**src/rtl/rs_pkg.sv**
```systemverilog
// Shared constants, FSM state type and helpers for the Reed-Solomon (15,9) decoder controller.
package rs_pkg;

  localparam int unsigned SYM_W = 4;
  localparam int unsigned N     = 15;
  localparam int unsigned K     = 9;
  localparam int unsigned NSYN  = 6;
  localparam int unsigned T     = 3;

  typedef enum logic [2:0] {
    StIdle,
    StSyn,
    StBkm,
    StChien,
    StDone
  } rs_state_e;

  function automatic logic [3:0] popcount(input logic [N-1:0] v);
    logic [3:0] cnt;
    cnt = '0;
    for (int i = 0; i < N; i++) begin
      cnt = cnt + {3'b000, v[i]};
    end
    return cnt;
  endfunction

endpackage

```
**src/rtl/rs_dec_ctrl_if.sv**
```systemverilog
// Host and decoder-stage handshake bundle for rs_dec_ctrl.
interface rs_dec_ctrl_if import rs_pkg::*; #(
  parameter int unsigned CODE_WIDTH = 60
);

  logic                        en;
  logic [CODE_WIDTH-1:0]       datain;
  logic                        busy;
  logic                        syn_start;
  logic                        bkm_start;
  logic                        chein_start;
  logic                        syn_rdy;
  logic                        bkm_rdy;
  logic                        chein_rdy;
  logic [NSYN-1:0][SYM_W-1:0]  syndrom;
  logic [N-1:0][SYM_W-1:0]     locator;
  logic                        rdy;
  logic [CODE_WIDTH-1:0]       dataout;
  logic [N-1:0]                err_pos;
  logic [3:0]                  err_cnt;
  logic                        uncorr;
  logic                        tmo;

  modport slave (
    input  en, datain, syn_rdy, bkm_rdy, chein_rdy, syndrom, locator,
    output busy, syn_start, bkm_start, chein_start, rdy, dataout, err_pos, err_cnt, uncorr, tmo
  );

  modport master (
    output en, datain, syn_rdy, bkm_rdy, chein_rdy, syndrom, locator,
    input  busy, syn_start, bkm_start, chein_start, rdy, dataout, err_pos, err_cnt, uncorr, tmo
  );

endinterface

```
**src/rtl/rs_stage_timer.sv**
```systemverilog
// Per-stage watchdog: counts cycles spent in a decoder stage and flags expiry.
module rs_stage_timer #(
  parameter int unsigned TIMEOUT = 64
) (
  input  logic clk,
  input  logic rst,
  input  logic clear,
  input  logic enable,
  output logic expire
);

  localparam int unsigned CW = $clog2(TIMEOUT + 1);

  logic [CW-1:0] cnt_q;

  // clear marks cycle 0 of a stage; afterwards cnt_q equals the cycle index within the stage.
  assign expire = enable && !clear && (cnt_q == CW'(TIMEOUT - 1));

  always_ff @(posedge clk or posedge rst) begin
    if (rst) begin
      cnt_q <= '0;
    end else if (clear) begin
      cnt_q <= CW'(1);
    end else if (enable && !expire) begin
      cnt_q <= cnt_q + CW'(1);
    end
  end

endmodule

```
**src/rtl/rs_dec_ctrl.sv**
```systemverilog
// Sequences syndrome, Berlekamp-Massey and Chien stages for one buffered codeword at a time,
// with a per-stage watchdog and a registered error summary.
module rs_dec_ctrl import rs_pkg::*; #(
  parameter int unsigned CODE_WIDTH = 60,
  parameter int unsigned TIMEOUT    = 64
) (
  input logic          clk,
  input logic          rst,
  rs_dec_ctrl_if.slave bus
);

  rs_state_e             state_q;
  logic [CODE_WIDTH-1:0] buf_q;
  logic [CODE_WIDTH-1:0] dataout_q;
  logic                  busy_q;
  logic                  rdy_q;
  logic                  tmo_q;
  logic                  uncorr_q;
  logic                  syn_start_q;
  logic                  bkm_start_q;
  logic                  chein_start_q;
  logic [N-1:0]          err_pos_q;
  logic [3:0]            err_cnt_q;

  logic [N-1:0]          loc_map;
  logic [3:0]            loc_cnt;
  logic                  in_stage;
  logic                  stage_entry;
  logic                  stage_rdy;
  logic                  stage_exp;

  always_comb begin
    for (int i = 0; i < N; i++) begin
      loc_map[i] = |bus.locator[i];
    end
  end

  assign loc_cnt = popcount(loc_map);

  // Start pulses land on the first cycle of each stage, so they also restart the watchdog.
  assign stage_entry = syn_start_q | bkm_start_q | chein_start_q;
  assign in_stage    = (state_q == StSyn) || (state_q == StBkm) || (state_q == StChien);

  always_comb begin
    stage_rdy = 1'b0;
    unique case (state_q)
      StSyn:   stage_rdy = bus.syn_rdy;
      StBkm:   stage_rdy = bus.bkm_rdy;
      StChien: stage_rdy = bus.chein_rdy;
      default: stage_rdy = 1'b0;
    endcase
  end

  rs_stage_timer #(
    .TIMEOUT(TIMEOUT)
  ) u_timer (
    .clk   (clk),
    .rst   (rst),
    .clear (stage_entry),
    .enable(in_stage),
    .expire(stage_exp)
  );

  always_ff @(posedge clk or posedge rst) begin
    if (rst) begin
      state_q       <= StIdle;
      buf_q         <= '0;
      dataout_q     <= '0;
      busy_q        <= 1'b0;
      rdy_q         <= 1'b0;
      tmo_q         <= 1'b0;
      uncorr_q      <= 1'b0;
      syn_start_q   <= 1'b0;
      bkm_start_q   <= 1'b0;
      chein_start_q <= 1'b0;
      err_pos_q     <= '0;
      err_cnt_q     <= '0;
    end else begin
      syn_start_q   <= 1'b0;
      bkm_start_q   <= 1'b0;
      chein_start_q <= 1'b0;
      rdy_q         <= 1'b0;
      unique case (state_q)
        StIdle: begin
          if (bus.en) begin
            buf_q       <= bus.datain;
            busy_q      <= 1'b1;
            syn_start_q <= 1'b1;
            tmo_q       <= 1'b0;
            uncorr_q    <= 1'b0;
            err_pos_q   <= '0;
            err_cnt_q   <= '0;
            state_q     <= StSyn;
          end
        end
        StSyn: begin
          if (bus.syn_rdy) begin
            if (bus.syndrom == '0) begin
              rdy_q     <= 1'b1;
              dataout_q <= buf_q;
              state_q   <= StDone;
            end else begin
              bkm_start_q <= 1'b1;
              state_q     <= StBkm;
            end
          end
        end
        StBkm: begin
          if (bus.bkm_rdy) begin
            chein_start_q <= 1'b1;
            state_q       <= StChien;
          end
        end
        StChien: begin
          if (bus.chein_rdy) begin
            // Only reachable with a nonzero syndrome, so zero flagged symbols is uncorrectable.
            err_pos_q <= loc_map;
            err_cnt_q <= loc_cnt;
            uncorr_q  <= (loc_cnt > 4'(T)) || (loc_cnt == 4'd0);
            rdy_q     <= 1'b1;
            dataout_q <= buf_q;
            state_q   <= StDone;
          end
        end
        StDone: begin
          busy_q  <= 1'b0;
          state_q <= StIdle;
        end
        default: state_q <= StIdle;
      endcase
      // A ready in the expiry cycle takes priority over the watchdog.
      if (stage_exp && !stage_rdy) begin
        tmo_q     <= 1'b1;
        uncorr_q  <= 1'b1;
        rdy_q     <= 1'b1;
        dataout_q <= buf_q;
        state_q   <= StDone;
      end
    end
  end

  assign bus.busy        = busy_q;
  assign bus.rdy         = rdy_q;
  assign bus.syn_start   = syn_start_q;
  assign bus.bkm_start   = bkm_start_q;
  assign bus.chein_start = chein_start_q;
  assign bus.dataout     = dataout_q;
  assign bus.err_pos     = err_pos_q;
  assign bus.err_cnt     = err_cnt_q;
  assign bus.uncorr      = uncorr_q;
  assign bus.tmo         = tmo_q;

endmodule

```
**src/flat_wrapper.sv**
```systemverilog
// flat-port wrapper written by rule: the top's interface ports become plain ports
module rs_dec_ctrl_flat import rs_pkg::*;
#(
  parameter int unsigned CODE_WIDTH = 60,
  parameter int unsigned TIMEOUT    = 64
)
  (clk, rst, bus_en, bus_datain, bus_syn_rdy, bus_bkm_rdy, bus_chein_rdy, bus_syndrom, bus_locator, bus_busy, bus_syn_start, bus_bkm_start, bus_chein_start, bus_rdy, bus_dataout, bus_err_pos, bus_err_cnt, bus_uncorr, bus_tmo);
  rs_dec_ctrl_if #(.CODE_WIDTH(CODE_WIDTH)) bus_i ();
  input logic clk;
  input logic rst;
  input wire logic [$bits(bus_i.en)-1:0] bus_en;
  input wire logic [$bits(bus_i.datain)-1:0] bus_datain;
  input wire logic [$bits(bus_i.syn_rdy)-1:0] bus_syn_rdy;
  input wire logic [$bits(bus_i.bkm_rdy)-1:0] bus_bkm_rdy;
  input wire logic [$bits(bus_i.chein_rdy)-1:0] bus_chein_rdy;
  input wire logic [$bits(bus_i.syndrom)-1:0] bus_syndrom;
  input wire logic [$bits(bus_i.locator)-1:0] bus_locator;
  output wire logic [$bits(bus_i.busy)-1:0] bus_busy;
  output wire logic [$bits(bus_i.syn_start)-1:0] bus_syn_start;
  output wire logic [$bits(bus_i.bkm_start)-1:0] bus_bkm_start;
  output wire logic [$bits(bus_i.chein_start)-1:0] bus_chein_start;
  output wire logic [$bits(bus_i.rdy)-1:0] bus_rdy;
  output wire logic [$bits(bus_i.dataout)-1:0] bus_dataout;
  output wire logic [$bits(bus_i.err_pos)-1:0] bus_err_pos;
  output wire logic [$bits(bus_i.err_cnt)-1:0] bus_err_cnt;
  output wire logic [$bits(bus_i.uncorr)-1:0] bus_uncorr;
  output wire logic [$bits(bus_i.tmo)-1:0] bus_tmo;
  assign bus_i.en = bus_en;
  assign bus_i.datain = bus_datain;
  assign bus_i.syn_rdy = bus_syn_rdy;
  assign bus_i.bkm_rdy = bus_bkm_rdy;
  assign bus_i.chein_rdy = bus_chein_rdy;
  assign bus_i.syndrom = bus_syndrom;
  assign bus_i.locator = bus_locator;
  assign bus_busy = bus_i.busy;
  assign bus_syn_start = bus_i.syn_start;
  assign bus_bkm_start = bus_i.bkm_start;
  assign bus_chein_start = bus_i.chein_start;
  assign bus_rdy = bus_i.rdy;
  assign bus_dataout = bus_i.dataout;
  assign bus_err_pos = bus_i.err_pos;
  assign bus_err_cnt = bus_i.err_cnt;
  assign bus_uncorr = bus_i.uncorr;
  assign bus_tmo = bus_i.tmo;
  rs_dec_ctrl #(.CODE_WIDTH(CODE_WIDTH), .TIMEOUT(TIMEOUT)) u_core (.clk(clk), .rst(rst), .bus(bus_i));
endmodule
```
**config.mk**
```make
export PLATFORM = sky130hd
export DESIGN_NAME = rs_dec_ctrl_flat
export DESIGN_NICKNAME = d
export VERILOG_FILES = /design/src/rtl/rs_pkg.sv /design/src/rtl/rs_dec_ctrl_if.sv /design/src/rtl/rs_stage_timer.sv /design/src/rtl/rs_dec_ctrl.sv /design/src/flat_wrapper.sv
export SDC_FILE = /design/constraint.sdc
export NUM_CORES = 1
export LEC_CHECK = 0
export ABC_AREA = 1
export BUFFER_PORTS_ARGS = -buffer_cell sky130_fd_sc_hd__buf_2
export CAP_MARGIN = 10
export CELL_PAD_IN_SITES_DETAIL_PLACEMENT = 0
export CELL_PAD_IN_SITES_GLOBAL_PLACEMENT = 1
export CORE_MARGIN = 2
export CORE_UTILIZATION = 37
export CTS_CLUSTER_SIZE = 24
export DETAILED_ROUTE_END_ITERATION = 16
export PLACE_DENSITY_LB_ADDON = 0.1
export SETUP_SLACK_MARGIN = 0.02
export SYNTH_ARGS = -nofsm -noshare
export SYNTH_HDL_FRONTEND = slang
export SYNTH_SLANG_ARGS = --single-unit
```
**constraint.sdc**
```tcl
create_clock -name clk -period 5.1 [get_ports clk]
set_clock_uncertainty 0.1 [all_clocks]
set_input_delay 0 -clock clk [delete_from_list [all_inputs] [get_ports clk]]
set_output_delay 0 -clock clk [all_outputs]
set_load 0.02 [all_outputs]
```
==> results of run 1 <==
logic make-up after synthesis:
| kind of cell | count (synthesis) |
|---|---|
| AOI/OAI and AO/OA | 33 |
| adders and majority gates | 16 |
| DFF | 156 |
| xor gates and xnor gates | 2 |
| and+or+nand+nor | 485 |
| buffers and inverters | 85 |
power groups by stage:
| stage | Combinational, mW | Sequential (mW) | Clock, mW |
|---|---|---|---|
| after floorplan | 1.02 | 2.39 | 0 |
| after global placement | 1.89 | 2.10 | 0 |
| after CTS | 1.96 | 2.08 | 1.38 |
| after global routing | 2.17 | 2.15 | 1.43 |
| final | 1.93 | 2.08 | 1.35 |
| after detailed placement | 1.90 | 2.10 | 0 |
per-layer routing:
layer | up-vias | wire, um | share of wire | GRT usage
met5 | - | 0 | 0 | 0
met3 | 24 | 1080 | 0.053 | 0.0436
li1 | 3141 | - | - | -
met1 | 2895 | 9420 | 0.46 | 0.267
met2 | 192 | 9570 | 0.47 | 0.346
met4 | 0 | 425 | 0.021 | 0.0761
final cells by class:
| class | count | share of cell area |
|---|---|---|
| multi-input cells | 536 | 0.278 |
| well taps | 234 | 0.0295 |
| repair buffers | 338 | 0.220 |
| clock inverters | 14 | 0.0186 |
| flip-flops and latches | 156 | 0.393 |
| diodes | 1 | 0.000252 |
| inverters | 43 | 0.0167 |
| clock buffers | 18 | 0.0442 |
critical path, stage by stage:
cell	delay (ns)
dlygate4sd3_1	0.53
buf_2	0.12
nor4_1	0.31
inv_1	0.09
ha_1	0.29
inv_1	0.05
fa_1	0.53
inv_1	0.06
fa_1	0.50
fa_1	0.55
inv_1	0.05
fa_1	0.53
inv_1	0.04
ha_1	0.20
inv_1	0.07
fa_1	0.43
a21oi_1	0.14
nand3_1	0.08
nand2_1	0.06
nand3_1	0.06
stage by stage:
stage	utilization	power, mW	worst slack (ns)
floorplan	-	3.41	0.793
detailed placement	0.445	4.00	0.625
finish	0.529	5.36	0.619
global placement	0.445	3.98	0.672
CTS	0.529	5.43	0.632
global route	0.529	5.75	0.333
path summary, 6_finish.rpt:
kind,to,cells past startpoint,startpoint
setup / recovery,u_core.bus.uncorr,20,bus_locator[2]
hold / removal,u_core.state_q[1],9,bus_syndrom[0]
setup reg to reg,u_core.bus.dataout[59],10,u_core.u_timer.cnt_q[0]
hold reg to reg,u_core.bus.dataout[12],2,u_core.buf_q[12]
max in group asynchronous,u_core.bus.dataout[29],4,rst
min in group asynchronous,u_core.buf_q[34],3,rst
state kept, by name, summed over array words and instances (netlist names):
register / flops
u_core.bus.rdy: 1
u_core.bus.syn_start: 1
u_core.buf_q: 60
u_core.bus.dataout: 60
u_core.bus.bkm_start: 1
u_core.state_q: 3
u_core.bus.err_pos: 15
u_core.bus.tmo: 1
u_core.bus.uncorr: 1
u_core.bus.err_cnt: 4
u_core.u_timer.cnt_q: 7
u_core.bus.chein_start: 1
u_core.bus.busy: 1
repair_timing:
action | CTS | global route
hold endpoints to repair | 186 | 0
hold buffers | 95 | 0
setup buffers | 0 | 0
Yosys cell counts, types with 2 or more instances:
library cell and instances:
nand2_1 286, buf_6 2, o21ai_0 21, nand4_1 63
inv_2 5, buf_12 6, nor2_2 4, inv_1 38
fa_1 9, nor2_1 26, ha_1 7, nand2_2 71
clkbuf_1 18, nor2_4 2, nand3_1 12, nor4_1 15
a21oi_1 4, dfrtp_1 156, buf_2 11, buf_4 4
o21ai_1 4
==> impl_metrics.toml, run 1 <==
[logic_synthesis]
synth-simple-area-share = 0.322
synth_fa_ha_area_frac = 0.0376
yosysWarnings = 0
ys_seq_area_frac = 0.548
yosysTopAreaCellShare = 0.548
synthFlopType = "dfrtp_1"
yosysTopAreaCell = "dfrtp_1"
ys_seq_elements = 156
async_reset_ff_frac = 1.00
synth_area_leaders = "dfrtp_1 (55%), nand2_1 (15%), nand2_2 (6.2%)"
postSynthAreaPerCell_um2 = 9.17
synth_edf_count = 0
muxShareOfSynthArea = 0
syn_area_mm2 = 0.00712
synthCells = 777
synth_cell_type_count = 34
syn-num-nets = 943
synth_top_family_by_area = "simple AND/OR/NAND/NOR gates"
synth_xor_area_frac = 0.00246
synth_compound_area_frac = 0.0249

[placed_design]
gp_congestion = 0.743
placedCellCount = 1212
placed_area_mm2 = 0.00836
hpwl_um = 12500
io_buffers = 235

[route]
vias_per_cell = 4.67
dr.pass1.iters = 4
wire_per_inst_um = 15.3
vias = 6252
route.detailed.drc = 0
antenna_left = 0
routed_wl_um = 20500
drt_iter0_markers = 312

[floorplan]
fp.dieH_um = 143
die_w_um = 143
io_pins = 236
row_count = 50
die-area_mm2 = 0.0204
core_area_mm2 = 0.0188
start_util = 0.379

[clocking]
cts.sinks = 156
clk_pin_slew_worst_paths_ns = 0.06
numCtsBuffers = 17
cts-root-buf = "clkbuf_16"
clock_latency_ns = 0.43
clock_path_buffers = 2
post_cts_resize_count = 0
h-tree-depth = 4
cts_tree = "done"

[timing]
finalHoldViolations = 0
fin_tns_setup_ns = 0
min_period_ns = 4.48
worst_slew_pin_slew_ns = 1.00
period_share = 0.879
fmax_mhz = 223
setup_viol = 0
rsz0062_at_grt = "no"
max_slew_margin = 0.332
fin_hold_ws_ns = 0.0156
final_max_slew_viol_count = 0

[global_route]
grt_pass1_wl_um = 32900
grt_usage = 0.207
gr-total-overflow = 0
grt_max_degree = 109
grt_pass1_vias = 6304
antenna_found_initial = 1

[run]
cap_violations = 0

[critical_path]
required_ns = 5.29
endpoint_kind = "flop"
crit_fanout = 2
r2r_setup_slack_ns = 2.17
criticalPathCategory = "in -> reg"
cp-start-kind = "input pin"
cp.arrival_ns = 4.67

[finish]
drive_above_1_share = 0.330
syn2layout_area_growth_pct = 39.5
most-common-layout-cells = "nand2_1 (285), buf_2 (235), dfrtp_1 (156)"
multi_input_area_mm2 = 0.00276
nFillCells = 1745
nNetsFinal = 1258
stdcell_count = 1340
final_common_cell = "nand2_1"
design_area_mm2 = 0.00994
regArea_mm2 = 0.00390

[power_and_ir_drop]
p_int_mw = 3.25
total_leakage_power_nw = 5.44
ir_drop_mv = 0.243
combPwrFrac = 0.361
p_seq_frac = 0.388
powerDensity_mw_per_mm2 = 539
sw_frac_of_total = 0.394
p_switching_mw = 2.11
power_frac_clock = 0.251

[outcome]
outcome = "completed"

[worst_hold_path]
hold_class = "in -> reg"
Note: power is estimated with default switching activity, not from simulation.
==> run 2: changes to the inputs <==
--- a/config.mk
+++ b/config.mk
@@ -9,9 +9,9 @@
 export BUFFER_PORTS_ARGS = -buffer_cell sky130_fd_sc_hd__buf_2
 export CAP_MARGIN = 10
 export CELL_PAD_IN_SITES_DETAIL_PLACEMENT = 0
-export CELL_PAD_IN_SITES_GLOBAL_PLACEMENT = 1
+export CELL_PAD_IN_SITES_GLOBAL_PLACEMENT = 2
 export CORE_MARGIN = 2
-export CORE_UTILIZATION = 37
+export CORE_UTILIZATION = 29
 export CTS_CLUSTER_SIZE = 24
 export DETAILED_ROUTE_END_ITERATION = 16
 export PLACE_DENSITY_LB_ADDON = 0.1
==> impl_metrics.toml, run 2 (synthesis gave the netlist of run 1 again) <==
[power_and_ir_drop]
total_leakage_power_nw = 5.43
ir_drop_mv = 0.192
powerDensity_mw_per_mm2 = 527

[route]
vias_per_cell = 4.42
dr.pass1.iters = 4
drt_iter0_markers = 309
routed_wl_um = 21500
antenna_left = 0
vias = 6319
route.detailed.drc = 0
wire_per_inst_um = 15.0

[critical_path]
endpoint_kind = "flop"
crit_fanout = 2
cp-start-kind = "input pin"
cp.arrival_ns = 4.70
r2r_setup_slack_ns = 2.43
criticalPathCategory = "in -> reg"
required_ns = 5.27

[worst_hold_path]
hold_class = "in -> reg"

[clocking]
cts_tree = "done"
clk_pin_slew_worst_paths_ns = 0.07
cts-root-buf = "clkbuf_16"
clock_latency_ns = 0.42
cts.sinks = 156
clock_path_buffers = 2
numCtsBuffers = 17
post_cts_resize_count = 0
h-tree-depth = 4

[floorplan]
core_area_mm2 = 0.0242
row_count = 57
start_util = 0.294
io_pins = 236
die_w_um = 161
die-area_mm2 = 0.0258
fp.dieH_um = 161

[finish]
final_common_cell = "nand2_1"
nFillCells = 2513
drive_above_1_share = 0.331
most-common-layout-cells = "nand2_1 (285), buf_2 (235), dfrtp_1 (156)"
antennaDiodeCount = 0
syn2layout_area_growth_pct = 40.4
nNetsFinal = 1259

[timing]
fmax_mhz = 221
max_slew_margin = 0.399
min_period_ns = 4.53
finalHoldViolations = 0
rsz0062_at_grt = "no"
setup_viol = 0
final_max_slew_viol_count = 0
fin_tns_setup_ns = 0
fin_hold_ws_ns = 0.0386
period_share = 0.888
worst_slew_pin_slew_ns = 0.902

[placed_design]
io_buffers = 235
gp_congestion = 0.697
hpwl_um = 13200

[global_route]
grt_max_degree = 66
grt_pass1_wl_um = 35200
gr-total-overflow = 0
grt_usage = 0.173
grt_pass1_vias = 6584
antenna_found_initial = 0

[run]
cap_violations = 0

[outcome]
outcome = "completed"
-- run 2: area by class of cell --
type | count | area (um^2) | area share
inverter | 43 | 166 | 0.0166
multi-input combinational | 536 | 2760 | 0.276
sequential | 156 | 3900 | 0.390
tap | 324 | 405 | 0.0405
clock buffer | 17 | 425 | 0.0425
timing repair buffer | 339 | 2190 | 0.219
clock inverter | 15 | 146 | 0.0146
-- run 2: through the flow --
stage | cells | total power [mW] | cell area (um^2) | worst slack, ns | utilization
floorplan | 777 | 3.41 | 7120 | 0.793 | -
global placement | 1303 | 4.03 | 8480 | 0.634 | 0.350
detailed placement | 1303 | 4.03 | 8480 | 0.565 | 0.350
CTS | 1430 | 5.37 | 10000 | 0.602 | 0.412
global route | 1430 | 5.70 | 10000 | 0.331 | 0.412
finish | 1430 | 5.28 | 10000 | 0.569 | 0.412
-- run 2: final timing paths --
kind / startpoint / end / cells after the start
max in group asynchronous: rst / u_core.buf_q[13] / 4
min reg2reg: u_core.buf_q[10] / u_core.bus.dataout[10] / 2
min: bus_en / u_core.state_q[0] / 6
min in group asynchronous: rst / u_core.bus.dataout[44] / 3
max: bus_locator[2] / u_core.bus.uncorr / 20
max reg2reg: u_core.state_q[2] / u_core.bus.dataout[16] / 7
-- run 2: report_power, final --
group / leakage, nW / switching, mW / total, mW / internal, mW
clock network: 0.282 / 0.594 / 1.25 / 0.653
registers: 1.98 / 0.323 / 2.08 / 1.75
logic: 3.16 / 1.25 / 1.95 / 0.697
total: 5.43 / 2.17 / 5.28 / 3.11
-- run 2: timing repair --
item	CTS	global route
hold buffers	95	0
setup buffers	0	0
endpoints found under the hold margin	130	0
-- run 2: layer usage --
layer	GRT usage	wire, um
met5	0	0
met4	0.0580	441
met3	0.0323	1030
met2	0.294	10300
met1	0.224	9760
-- run 2: critical path, cell delays in order --
cell and delay, ns:
dlygate4sd3_1 0.53, buf_2 0.11, nor4_1 0.31, inv_1 0.09
ha_1 0.29, inv_1 0.05, fa_1 0.53, inv_1 0.06
fa_1 0.50, fa_1 0.55, inv_1 0.05, fa_1 0.53
inv_1 0.04, ha_1 0.20, inv_1 0.07, fa_1 0.42
a21oi_1 0.15, nand3_1 0.08, nand2_1 0.06, nand3_1 0.06
